### config.mk
export PLATFORM = sky130hd
export DESIGN_NAME = adas_long_ctrl_flat
export DESIGN_NICKNAME = d
export VERILOG_FILES = /design/src/rtl/adas_pkg.sv /design/src/rtl/adas_long_ctrl_if.sv /design/src/rtl/adas_dist_filter.sv /design/src/rtl/adas_long_ctrl.sv /design/src/flat_wrapper.sv
export SDC_FILE = /design/constraint.sdc
export NUM_CORES = 1
export LEC_CHECK = 0
export ABC_AREA = 1
export BUFFER_PORTS_ARGS = -buffer_cell sky130_fd_sc_hd__buf_2
export CAP_MARGIN = 20
export CORE_MARGIN = 5
export CORE_UTILIZATION = 55
export DETAILED_ROUTE_END_ITERATION = 16
export PLACE_DENSITY = 0.79
export SETUP_SLACK_MARGIN = 0.2
export SKIP_CTS_REPAIR_TIMING = 1
export SLEW_MARGIN = 20
export SYNTH_ARGS = -nofsm -noshare
export SYNTH_HDL_FRONTEND = slang
export SYNTH_SLANG_ARGS = --single-unit
export TNS_END_PERCENT = 20
### constraint.sdc
create_clock -name clk -period 4.6 [get_ports clk]
set_input_delay 0.69 -clock clk [delete_from_list [all_inputs] [get_ports clk]]
set_output_delay 0.69 -clock clk [all_outputs]
set_load 0.05 [all_outputs]
### src/rtl/adas_pkg.sv
// ============================================================================
// Module   : adas_pkg
// Brief    : Shared types and constants for the ADAS longitudinal controller.
// Revision : 1.0
// ============================================================================
`default_nettype none

package adas_pkg;

    typedef enum logic [1:0] {
        ST_ASSIST = 2'd0,
        ST_CRUISE = 2'd1,
        ST_FOLLOW = 2'd2,
        ST_STOP   = 2'd3
    } state_t;

    // Actuator command as {gas, brake}
    localparam logic [1:0] c_ACT_IDLE  = 2'b00;
    localparam logic [1:0] c_ACT_ACCEL = 2'b10;
    localparam logic [1:0] c_ACT_BRAKE = 2'b01;
    localparam logic [1:0] c_ACT_HOLD  = 2'b11;

    localparam int unsigned c_DEF_SPEED  = 100;
    localparam int unsigned c_DEF_DIST   = 50;
    localparam int unsigned c_ZONE_SPEED = 20;

endpackage

`default_nettype wire

### src/rtl/adas_long_ctrl_if.sv
// ============================================================================
// Module   : adas_long_ctrl_if
// Brief    : Sensor-bus inputs and actuator outputs of the longitudinal controller.
// Revision : 1.0
// ============================================================================
`default_nettype none

interface adas_long_ctrl_if #(
    parameter int W = 8
);
    logic         tick_i;
    logic         mode_i;
    logic [1:0]   redlight_i;
    logic [1:0]   crosswalk_i;
    logic [W-1:0] dist_lidar_i;
    logic [W-1:0] dist_cam_i;
    logic [W-1:0] speed_meas_i;
    logic [W-1:0] speed_set_i;
    logic [W-1:0] dist_set_i;
    logic         gas_o;
    logic         brake_o;
    logic         redlight_o;
    logic         crosswalk_o;
    logic [W-1:0] dist_o;
    logic         dist_valid_o;
    logic         sensor_fault_o;
    logic [1:0]   state_o;

    modport master (
        output tick_i, mode_i, redlight_i, crosswalk_i, dist_lidar_i, dist_cam_i,
               speed_meas_i, speed_set_i, dist_set_i,
        input  gas_o, brake_o, redlight_o, crosswalk_o, dist_o, dist_valid_o,
               sensor_fault_o, state_o
    );

    modport slave (
        input  tick_i, mode_i, redlight_i, crosswalk_i, dist_lidar_i, dist_cam_i,
               speed_meas_i, speed_set_i, dist_set_i,
        output gas_o, brake_o, redlight_o, crosswalk_o, dist_o, dist_valid_o,
               sensor_fault_o, state_o
    );
endinterface

`default_nettype wire

### src/rtl/adas_dist_filter.sv
// ============================================================================
// Module   : adas_dist_filter
// Brief    : Lidar/camera fusion, disagreement fault counter and moving-average
//            window producing the filtered following distance.
// Revision : 1.0
// ============================================================================
`default_nettype none

module adas_dist_filter #(
    parameter int W           = 8,
    parameter int DEPTH_LOG2  = 2,
    parameter int DIFF_THR    = 20,
    parameter int FAULT_TICKS = 4
) (
    input  wire logic         clk,
    input  wire logic         rst,
    input  wire logic         tick_i,
    input  wire logic [W-1:0] dist_lidar_i,
    input  wire logic [W-1:0] dist_cam_i,
    output logic [W-1:0]      dist_o,
    output logic              dist_valid_o,
    output logic              sensor_fault_o
);

    localparam int DEPTH = 1 << DEPTH_LOG2;
    localparam int SW    = W + DEPTH_LOG2;
    localparam int PW    = (DEPTH_LOG2 > 0) ? DEPTH_LOG2 : 1;
    localparam int CW    = $clog2(FAULT_TICKS + 1);

    localparam logic [W:0]          c_THR    = (W+1)'(DIFF_THR);
    localparam logic [CW-1:0]       c_FT     = CW'(FAULT_TICKS);
    localparam logic [PW-1:0]       c_WP_MAX = PW'(DEPTH - 1);
    localparam logic [DEPTH_LOG2:0] c_DEPTH  = (DEPTH_LOG2+1)'(DEPTH);

    logic [W-1:0]      r_buf [0:DEPTH-1];
    logic [SW-1:0]     r_sum;
    logic [PW-1:0]     r_wp;
    logic [CW-1:0]     r_fault_cnt;
    logic [DEPTH_LOG2:0] r_fill;

    logic [W:0]   w_diff;
    logic [W:0]   w_pair_sum;
    logic         w_disagree;
    logic [W-1:0] w_sample;

    // Difference and pair sum are kept one bit wider so neither can wrap
    always_comb begin
        if (dist_cam_i >= dist_lidar_i)
            w_diff = {1'b0, dist_cam_i} - {1'b0, dist_lidar_i};
        else
            w_diff = {1'b0, dist_lidar_i} - {1'b0, dist_cam_i};
        w_pair_sum = {1'b0, dist_cam_i} + {1'b0, dist_lidar_i};
        w_disagree = (w_diff > c_THR);
        w_sample   = w_disagree ? dist_lidar_i : w_pair_sum[W:1];
    end

    always_ff @(posedge clk) begin
        if (rst) begin
            for (int i = 0; i < DEPTH; i++) r_buf[i] <= '0;
            r_sum       <= '0;
            r_wp        <= '0;
            r_fault_cnt <= '0;
            r_fill      <= '0;
        end else if (tick_i) begin
            r_buf[r_wp] <= w_sample;
            r_sum       <= r_sum - SW'(r_buf[r_wp]) + SW'(w_sample);
            r_wp        <= (r_wp == c_WP_MAX) ? '0 : r_wp + 1'b1;
            if (!w_disagree)
                r_fault_cnt <= '0;
            else if (r_fault_cnt != c_FT)
                r_fault_cnt <= r_fault_cnt + 1'b1;
            if (r_fill != c_DEPTH)
                r_fill <= r_fill + 1'b1;
        end
    end

    assign dist_o         = r_sum[SW-1 -: W];
    assign dist_valid_o   = (r_fill == c_DEPTH);
    assign sensor_fault_o = (r_fault_cnt == c_FT);

endmodule

`default_nettype wire

### src/rtl/adas_long_ctrl.sv
// ============================================================================
// Module   : adas_long_ctrl
// Brief    : Longitudinal controller: fused distance filter, target selection
//            and a four-state FSM driving gas/brake.
//            Optional: ADAS_LONG_HYST_EN enables the HYST band in compares.
// Revision : 1.0
// ============================================================================
`default_nettype none

module adas_long_ctrl
    import adas_pkg::*;
#(
    parameter int W           = 8,
    parameter int DEPTH_LOG2  = 2,
    parameter int DIFF_THR    = 20,
    parameter int FAULT_TICKS = 4,
    parameter int HYST        = 2,
    parameter int DEF_SPEED   = c_DEF_SPEED,
    parameter int DEF_DIST    = c_DEF_DIST,
    parameter int ZONE_SPEED  = c_ZONE_SPEED
) (
    input  wire logic        clk,
    input  wire logic        rst,
    adas_long_ctrl_if.slave  bus
);

`ifdef ADAS_LONG_HYST_EN
    localparam bit c_HYST_EN = 1'b1;
`else
    localparam bit c_HYST_EN = 1'b0;
`endif
    localparam logic [W:0] c_H = (W+1)'(c_HYST_EN ? HYST : 0);

    state_t       r_state;
    state_t       w_state_nxt;
    logic [1:0]   r_act;
    logic [1:0]   w_act_nxt;
    logic [W-1:0] r_spd_tgt;
    logic [W-1:0] r_dist_tgt;
    logic         r_redlight;
    logic         r_crosswalk;

    logic [W-1:0] w_dist;
    logic         w_dist_valid;
    logic         w_fault;

    adas_dist_filter #(
        .W           (W),
        .DEPTH_LOG2  (DEPTH_LOG2),
        .DIFF_THR    (DIFF_THR),
        .FAULT_TICKS (FAULT_TICKS)
    ) u_filter (
        .clk            (clk),
        .rst            (rst),
        .tick_i         (bus.tick_i),
        .dist_lidar_i   (bus.dist_lidar_i),
        .dist_cam_i     (bus.dist_cam_i),
        .dist_o         (w_dist),
        .dist_valid_o   (w_dist_valid),
        .sensor_fault_o (w_fault)
    );

    // Targets are only refreshed while autonomous
    always_ff @(posedge clk) begin
        if (rst) begin
            r_spd_tgt   <= W'(DEF_SPEED);
            r_dist_tgt  <= W'(DEF_DIST);
            r_redlight  <= 1'b0;
            r_crosswalk <= 1'b0;
        end else if (bus.tick_i) begin
            r_redlight  <= &bus.redlight_i;
            r_crosswalk <= &bus.crosswalk_i;
            if (bus.mode_i) begin
                if (&bus.redlight_i)
                    r_spd_tgt <= '0;
                else if (&bus.crosswalk_i)
                    r_spd_tgt <= W'(ZONE_SPEED);
                else
                    r_spd_tgt <= (bus.speed_set_i == '0) ? W'(DEF_SPEED) : bus.speed_set_i;
                r_dist_tgt <= (bus.dist_set_i == '0) ? W'(DEF_DIST) : bus.dist_set_i;
            end
        end
    end

    logic [W:0] w_dist_hi;
    logic [W:0] w_spd_hi;
    logic [W:0] w_spd_lo_raw;
    logic [W:0] w_spd_lo;

    // Band edges in W+1 bits; lower speed edge clamps at 0 on borrow
    always_comb begin
        w_dist_hi    = {1'b0, r_dist_tgt} + c_H;
        w_spd_hi     = {1'b0, r_spd_tgt} + c_H;
        w_spd_lo_raw = {1'b0, r_spd_tgt} - c_H;
        w_spd_lo     = w_spd_lo_raw[W] ? '0 : w_spd_lo_raw;
    end

    always_ff @(posedge clk) begin
        if (rst) begin
            r_state <= ST_ASSIST;
            r_act   <= c_ACT_IDLE;
        end else if (bus.tick_i) begin
            r_state <= w_state_nxt;
            r_act   <= w_act_nxt;
        end
    end

    always_comb begin
        w_state_nxt = r_state;
        if (!bus.mode_i) begin
            w_state_nxt = ST_ASSIST;
        end else begin
            case (r_state)
                ST_ASSIST: w_state_nxt = ST_CRUISE;
                ST_CRUISE: begin
                    if (r_spd_tgt == '0)
                        w_state_nxt = ST_STOP;
                    else if ((w_dist_valid && (w_dist < r_dist_tgt)) || w_fault)
                        w_state_nxt = ST_FOLLOW;
                end
                ST_FOLLOW: begin
                    if (r_spd_tgt == '0)
                        w_state_nxt = ST_STOP;
                    else if (({1'b0, w_dist} >= w_dist_hi) && !w_fault)
                        w_state_nxt = ST_CRUISE;
                end
                ST_STOP: begin
                    if (r_spd_tgt != '0)
                        w_state_nxt = ST_CRUISE;
                end
                default: w_state_nxt = ST_ASSIST;
            endcase
        end
    end

    always_comb begin
        w_act_nxt = c_ACT_IDLE;
        case (w_state_nxt)
            ST_ASSIST: w_act_nxt = c_ACT_IDLE;
            ST_STOP:   w_act_nxt = c_ACT_BRAKE;
            ST_FOLLOW: w_act_nxt = (bus.speed_meas_i != '0) ? c_ACT_BRAKE : c_ACT_HOLD;
            ST_CRUISE: begin
                if ({1'b0, bus.speed_meas_i} > w_spd_hi)
                    w_act_nxt = c_ACT_BRAKE;
                else if ({1'b0, bus.speed_meas_i} < w_spd_lo)
                    w_act_nxt = c_ACT_ACCEL;
                else
                    w_act_nxt = c_ACT_HOLD;
            end
            default: w_act_nxt = c_ACT_IDLE;
        endcase
    end

    assign bus.gas_o          = r_act[1];
    assign bus.brake_o        = r_act[0];
    assign bus.state_o        = r_state;
    assign bus.redlight_o     = r_redlight;
    assign bus.crosswalk_o    = r_crosswalk;
    assign bus.dist_o         = w_dist;
    assign bus.dist_valid_o   = w_dist_valid;
    assign bus.sensor_fault_o = w_fault;

endmodule

`default_nettype wire

### src/flat_wrapper.sv
// flat-port wrapper written by rule: the top's interface ports become plain ports
module adas_long_ctrl_flat import adas_pkg::*;
#(
    parameter int W           = 8,
    parameter int DEPTH_LOG2  = 2,
    parameter int DIFF_THR    = 20,
    parameter int FAULT_TICKS = 4,
    parameter int HYST        = 2,
    parameter int DEF_SPEED   = c_DEF_SPEED,
    parameter int DEF_DIST    = c_DEF_DIST,
    parameter int ZONE_SPEED  = c_ZONE_SPEED
)
  (clk, rst, bus_tick_i, bus_mode_i, bus_redlight_i, bus_crosswalk_i, bus_dist_lidar_i, bus_dist_cam_i, bus_speed_meas_i, bus_speed_set_i, bus_dist_set_i, bus_gas_o, bus_brake_o, bus_redlight_o, bus_crosswalk_o, bus_dist_o, bus_dist_valid_o, bus_sensor_fault_o, bus_state_o);
  adas_long_ctrl_if #(.W(W)) bus_i ();
  input  wire logic clk;
  input  wire logic rst;
  input wire logic [$bits(bus_i.tick_i)-1:0] bus_tick_i;
  input wire logic [$bits(bus_i.mode_i)-1:0] bus_mode_i;
  input wire logic [$bits(bus_i.redlight_i)-1:0] bus_redlight_i;
  input wire logic [$bits(bus_i.crosswalk_i)-1:0] bus_crosswalk_i;
  input wire logic [$bits(bus_i.dist_lidar_i)-1:0] bus_dist_lidar_i;
  input wire logic [$bits(bus_i.dist_cam_i)-1:0] bus_dist_cam_i;
  input wire logic [$bits(bus_i.speed_meas_i)-1:0] bus_speed_meas_i;
  input wire logic [$bits(bus_i.speed_set_i)-1:0] bus_speed_set_i;
  input wire logic [$bits(bus_i.dist_set_i)-1:0] bus_dist_set_i;
  output wire logic [$bits(bus_i.gas_o)-1:0] bus_gas_o;
  output wire logic [$bits(bus_i.brake_o)-1:0] bus_brake_o;
  output wire logic [$bits(bus_i.redlight_o)-1:0] bus_redlight_o;
  output wire logic [$bits(bus_i.crosswalk_o)-1:0] bus_crosswalk_o;
  output wire logic [$bits(bus_i.dist_o)-1:0] bus_dist_o;
  output wire logic [$bits(bus_i.dist_valid_o)-1:0] bus_dist_valid_o;
  output wire logic [$bits(bus_i.sensor_fault_o)-1:0] bus_sensor_fault_o;
  output wire logic [$bits(bus_i.state_o)-1:0] bus_state_o;
  assign bus_i.tick_i = bus_tick_i;
  assign bus_i.mode_i = bus_mode_i;
  assign bus_i.redlight_i = bus_redlight_i;
  assign bus_i.crosswalk_i = bus_crosswalk_i;
  assign bus_i.dist_lidar_i = bus_dist_lidar_i;
  assign bus_i.dist_cam_i = bus_dist_cam_i;
  assign bus_i.speed_meas_i = bus_speed_meas_i;
  assign bus_i.speed_set_i = bus_speed_set_i;
  assign bus_i.dist_set_i = bus_dist_set_i;
  assign bus_gas_o = bus_i.gas_o;
  assign bus_brake_o = bus_i.brake_o;
  assign bus_redlight_o = bus_i.redlight_o;
  assign bus_crosswalk_o = bus_i.crosswalk_o;
  assign bus_dist_o = bus_i.dist_o;
  assign bus_dist_valid_o = bus_i.dist_valid_o;
  assign bus_sensor_fault_o = bus_i.sensor_fault_o;
  assign bus_state_o = bus_i.state_o;
  adas_long_ctrl #(.W(W), .DEPTH_LOG2(DEPTH_LOG2), .DIFF_THR(DIFF_THR), .FAULT_TICKS(FAULT_TICKS), .HYST(HYST), .DEF_SPEED(DEF_SPEED), .DEF_DIST(DEF_DIST), .ZONE_SPEED(ZONE_SPEED)) u_core (.clk(clk), .rst(rst), .bus(bus_i));
endmodule
==> impl_metrics.json, run 1 <==
{
  "hold_path.class": "flop to flop",
  "clk_pin_slew_ps": 90,
  "vias_per_cell": 5.362,
  "final-max-slew-violation-count": 0,
  "grt_max_degree": 18,
  "hold_depth": 2,
  "power_mw": 2.792,
  "utilization": 0.6786,
  "cap_violations": 0,
  "cts.sinks": 74,
  "p_seq_frac": 0.293,
  "io-pin-count": 64,
  "p_clk_frac": 0.198,
  "critical_path_depth": 30,
  "r2r_cells": 17,
  "p_per_area_nw_per_um2": 418.9,
  "grt_pass1_vias": 5101,
  "core_area_um2": 9819,
  "finalCritPeriodShare": 0.9241,
  "ys_ff_latch": 74,
  "max_slew_margin": 0.5800,
  "htree_levels": 3,
  "ys_warn_count": 0,
  "ant_nets": 0,
  "ir_drop_v": 0.0002875,
  "worst_pin_slew_ps": 627.7,
  "die_area_um2": 12270,
  "fin_tns_setup_ps": 0,
  "layout_setup_ws_ps": 349.2,
  "synthDistinctLibCells": 42,
  "final_nets": 943,
  "routed_wl_um": 14090,
  "required_ps": 4900,
  "antenna_found_initial": 0,
  "dr.pass1.iters": 5,
  "p_int_mw": 1.576,
  "pre_cts_ws_ps": -207.7,
  "num_vias": 5185,
  "synth_cells": 728,
  "clock_path_buffers": 2,
  "drc": 0,
  "grt_pass1_wl_um": 23080,
  "outcome": "complete, no violations",
  "layout_commonest_cell": "nand2_1",
  "fin_skew_ps": 15.44,
  "final_cell_mix": "nand2_1, inv_1, nor2_1",
  "initial_core_util": 0.5689,
  "drive_gt1_frac": 0.2362,
  "dieWidth_um": 110.8,
  "gp_congestion": 0.9115,
  "grt_remaining_overflow": 0,
  "synth_top_flop_cell": "dfxtp_1",
  "max_freq_mhz": 235.3,
  "synth.avg_cell_area_um2": 7.674,
  "finalNonFillerCells": 967,
  "critPathKind": "input port to flop",
  "rrSetupSlack_ps": 920,
  "critPathMaxFanout": 11,
  "wl_per_cell_um": 14.57,
  "synth-edff-count": 32,
  "setup_viol": 0,
  "synthesis.area_um2": 5587,
  "hold_violations": 0,
  "p_leak_nw": 3.274,
  "io_buffers": 63,
  "synthToLayoutAreaGrowth_pct": 19.28,
  "clk_latency_ps": 360,
  "drtIter0Drc": 301,
  "p_comb_frac": 0.509,
  "end_kind": "flop",
  "cts_root_buffer": "clkbuf_8",
  "cts_tree": "built",
  "slowest_stage": "fa_1",
  "dp.cells": 947,
  "crit_family": "simple AND/OR/NAND/NOR gates",
  "critPathBufInv": 7,
  "finalCriticalPeriod_ps": 4251,
  "synth-seq-area-share": 0.3225,
  "rows": 36,
  "crit_top_cell": "nand2_1",
  "rsz0062_at_grt": "yes",
  "slowest_delay_ps": 480,
  "critPathArrivalTime_ps": 4550,
  "synth_nets": 842,
  "fp.dieH_um": 110.8,
  "numCtsBuffers": 9,
  "p_switching_mw": 1.215,
  "async_flop_share": 0,
  "antenna_cells": 0,
  "p_sw_frac": 0.4354,
  "nFillCells": 839,
  "grt_usage": 0.2241,
  "critPathLaunchType": "input port",
  "hpwlAfterDp_um": 10880
}
==> final cells by class <==
| class | count | area, um^2 | share of cell area |
|---|---|---|---|
| sequential | 74 | 1802 | 0.2704 |
| inverter | 117 | 445.4 | 0.06684 |
| clock buffer | 9 | 123.9 | 0.01859 |
| timing repair buffer | 113 | 694.4 | 0.1042 |
| multi-input combinational | 514 | 3347 | 0.5023 |
| tap | 133 | 166.4 | 0.02497 |
| clock inverter | 7 | 85.08 | 0.01277 |
==> flip-flops by register name (all words and copies together) (netlist names), named ones only <==
signal and flops:
u_core.u_filter.r_buf 32, u_core.u_filter.r_sum 10, u_core.r_dist_tgt 8, u_core.r_spd_tgt 8, u_core.u_filter.r_fault_cnt 3, u_core.u_filter.r_fill 3
u_core.bus.state_o 2, u_core.r_act 2, u_core.u_filter.r_wp 2, u_core.bus.crosswalk_o 1, u_core.bus.redlight_o 1
==> synth_stat cells (4+ instances only) <==
| library cell | count | area share |
|---|---|---|
| nor2_2 | 7 | 0.0078 |
| dfxtp_1 | 42 | 0.15 |
| nor3_1 | 5 | 0.0045 |
| o22ai_1 | 15 | 0.017 |
| nand2_2 | 14 | 0.016 |
| buf_4 | 8 | 0.011 |
| o21a_1 | 4 | 0.0054 |
| nand2_4 | 4 | 0.0081 |
| nand2_1 | 150 | 0.10 |
| edfxtp_1 | 32 | 0.17 |
| o21ai_4 | 6 | 0.017 |
| buf_6 | 6 | 0.012 |
| o21ai_0 | 52 | 0.047 |
| fa_1 | 11 | 0.039 |
| xor2_1 | 13 | 0.020 |
| nand3_1 | 23 | 0.021 |
| a21oi_1 | 43 | 0.039 |
| inv_1 | 112 | 0.075 |
| nor4_1 | 6 | 0.0067 |
| nand4_1 | 9 | 0.010 |
| ha_1 | 55 | 0.12 |
| clkbuf_1 | 5 | 0.0034 |
| nor2_1 | 76 | 0.051 |
==> worst reg2reg max path, delay by kind of cell, from the launching register on <==
kind            cells  cell delay [ps]
compound gates      8             1180
simple gates        5              420
flops               1              730
fa+ha+maj           2              850
buf+inv             2              440
==> logic make-up (layout without fill, tap and decap cells) <==
kind of cell | after synthesis | count (layout) | share of synthesized area
AO/OA/AOI/OAI | 134 | 134 | 0.1462
XOR/XNOR | 14 | 14 | 0.02195
adder cells (fa/ha/maj) | 66 | 66 | 0.1626
buffers and inverters | 140 | 246 | 0.1086
flip-flops | 74 | 74 | 0.3225
AND/OR/NAND/NOR | 300 | 300 | 0.2381
==> stage by stage <==
step	cell area, um^2	hold slack (ps)
6_report	6664	458.9
5_1_grt	6664	484.4
4_1_cts	6457	458.3
3_5_place_dp	6248	439.1
3_3_place_gp	6248	439.0
2_1_floorplan	5587	433.3
==> path summary, 6_finish.rpt <==
path	from	end
worst max register to register	flop	u_core.u_filter.r_sum[8]$_SDFFE_PP0P_
worst max-delay path	bus_dist_lidar_i[3]	u_core.u_filter.r_sum[9]$_SDFFE_PP0P_
worst min register to register	u_core.r_act[1]$_SDFFE_PP0P_	u_core.r_act[1]$_SDFFE_PP0P_
worst min-delay path	u_core.r_act[1]$_SDFFE_PP0P_	u_core.r_act[1]$_SDFFE_PP0P_
==> layer usage <==
layer	vias up	routed length [um]	part of all wire	GRT usage
met3	26	769	0.055	0.03985
met1	2427	5979	0.42	0.2767
met5	-	0	0	0
li1	2560	-	-	-
met2	172	7060	0.50	0.3989
met4	0	281	0.020	0.06486
==> power groups by stage <==
stage / clock network, mW / registers [mW] / logic [mW]
floorplan: 0 / 0.827 / 0.953
global placement: 0 / 0.829 / 1.25
detailed placement: 0 / 0.831 / 1.29
CTS: 0.553 / 0.816 / 1.30
global route: 0.580 / 0.828 / 1.58
finish: 0.552 / 0.819 / 1.42
(Power assumes the default switching activity.)
==> run 2, diff against run 1 <==
Settings changed: CORE_ASPECT_RATIO set to 1.25, MAX_ROUTING_LAYER set to met4.
==> run 2 against run 1 <==
  * Final area increased by 3.1%
  * Via count about the same
  * Combinational power increased by 11%
  * Worst hold slack improved by 10 ps
  * Largest cell class unchanged
  * Fmax decreased by 0.52%
==> impl_metrics.json, run 2 (synthesis results as in run 1) <==
{
  "num_vias": 5181,
  "outcome": "complete, no violations",
  "clk_latency_ps": 350,
  "dr.pass1.iters": 5,
  "max_slew_margin": 0.4915,
  "worst_hold_slack_ps": 469.0,
  "io-pin-count": 64,
  "largest_reg_flops": 32,
  "core_area_um2": 10000,
  "routed_wl_um": 14660,
  "numCtsBuffers": 9,
  "initial_core_util": 0.5585,
  "cts_tree": "built",
  "critPathArrivalTime_ps": 4490,
  "synthToLayoutAreaGrowth_pct": 23.00,
  "drc": 0,
  "max_freq_mhz": 234.0,
  "fin_skew_ps": 10.34,
  "crit_family": "simple AND/OR/NAND/NOR gates",
  "p_switching_mw": 1.278,
  "worst_pin_slew_ps": 758.7,
  "use_met3": 0.02956,
  "critPathKind": "input port to flop",
  "grt_max_degree": 20,
  "htree_levels": 3,
  "grt_usage": 0.2423,
  "final_cell_mix": "nand2_1, inv_1, nor2_1",
  "p_comb_frac": 0.510,
  "clk_pin_slew_ps": 60,
  "fp.dieH_um": 122.7,
  "grt_remaining_overflow": 0,
  "hold_path.class": "flop to flop",
  "critPathMaxFanout": 8,
  "finalCritPeriodShare": 0.9289,
  "grt_pass1_vias": 5210,
  "utilization": 0.6869,
  "top_usage_layer": "met2",
  "rows": 41,
  "cts_root_buffer": "clkbuf_16",
  "p_clk_frac": 0.222,
  "setup_viol": 0,
  "critPathLaunchType": "input port",
  "reg.largest.list": "u_core.u_filter.r_buf x32, u_core.u_filter.r_sum x10",
  "final_nets": 947,
  "slowest_stage": "fa_1",
  "wl_per_cell_um": 15.16,
  "grt_pass1_wl_um": 23080,
  "ant_nets": 0,
  "dieWidth_um": 100.1,
  "p_sw_frac": 0.4159,
  "cap_violations": 0,
  "critPathBufInv": 6,
  "finalCriticalPeriod_ps": 4273,
  "final-max-slew-violation-count": 0,
  "met2_usage": 0.4428,
  "gp_congestion": 0.9118,
  "finalNonFillerCells": 967,
  "hold_violations": 0,
  "rsz0062_at_grt": "yes",
  "crit_top_cell": "nand2_1",
  "drtIter0Drc": 387,
  "power_mw": 3.072,
  "p_int_mw": 1.795,
  "ir_drop_v": 0.0002157,
  "met1_usage": 0.2609,
  "clock_path_buffers": 2,
  "required_ps": 4820,
  "cts.sinks": 74,
  "drive_gt1_frac": 0.2566,
  "io_buffers": 63,
  "p_leak_nw": 3.353,
  "hpwlAfterDp_um": 11140,
  "antenna_cells": 0,
  "nFillCells": 790,
  "die_area_um2": 12290,
  "layout_commonest_cell": "nand2_1",
  "slowest_delay_ps": 440,
  "vias_per_cell": 5.358,
  "regMostFlops": "u_core.u_filter.r_buf",
  "p_seq_frac": 0.268,
  "end_kind": "flop",
  "p_per_area_nw_per_um2": 447.1,
  "dp.cells": 947,
  "antenna_found_initial": 0
}
[run 2: changes by cell type in the layout (fill, tap and decap cells not counted), sizes merged]
cell | previous run | this run
clkbuf | 9 | 11
clkinvlp | 3 | 0
bufinv | 1 | 0
buf | 113 | 116
inv | 119 | 118
nand2 | 168 | 169
clkinv | 1 | 4
[run 2: metal layers]
metal | vias up | part of all wire
met5 | - | 0
met2 | 152 | 0.54
met3 | 39 | 0.036
met4 | 0 | 0.031
li1 | 2567 | -
met1 | 2423 | 0.39
[run 2: final cells by class]
type / instances / area (um^2) / share of cell area
clock buffers: 11 / 254.0 / 0.03696
clock inverters: 5 / 33.78 / 0.004916
inverters: 117 / 441.7 / 0.06428
multi-input cells: 515 / 3456 / 0.5029
flip-flops and latches: 74 / 1802 / 0.2622
well taps: 129 / 161.4 / 0.02349
repair buffers: 116 / 723.2 / 0.1052
[run 2: power by group through the flow]
stage / registers (mW) / clock network [mW] / logic (mW)
final: 0.823 / 0.683 / 1.57
after global routing: 0.832 / 0.707 / 1.74
after global placement: 0.831 / 0 / 1.26
after CTS: 0.823 / 0.688 / 1.33
after floorplan: 0.827 / 0 / 0.953
after detailed placement: 0.836 / 0 / 1.32
[run 2: worst reg2reg max path, delay by kind of cell, from the launching register on]
kind	cells	cell delay [ps]
buffers and inverters	3	540
adders and majority gates	2	790
and+or+nand+nor	4	540
DFF	1	630
AOI/OAI and AO/OA	7	880
[run 2: worst paths after layout]
kind	from	to	slack, ps	cells past startpoint
max	bus_dist_cam_i[2]	u_core.u_filter.r_sum[7]$_SDFFE_PP0P_	330	29
min	u_core.r_dist_tgt[2]$_SDFFE_PP0P_	u_core.r_dist_tgt[2]$_SDFFE_PP0P_	470	2
max reg2reg	flop	u_core.u_filter.r_sum[7]$_SDFFE_PP0P_	1080	16
min reg2reg	u_core.r_dist_tgt[2]$_SDFFE_PP0P_	u_core.r_dist_tgt[2]$_SDFFE_PP0P_	470	2
[run 2: stage by stage]
step	cell area, um^2	setup slack, ps	setup TNS (ps)
floorplan	5587	319.0	0
global placement	6274	-23.57	-23.57
detailed placement	6279	-200.6	-394.9
CTS	6566	132.4	0
global route	6872	44.62	0
finish	6872	327.1	0
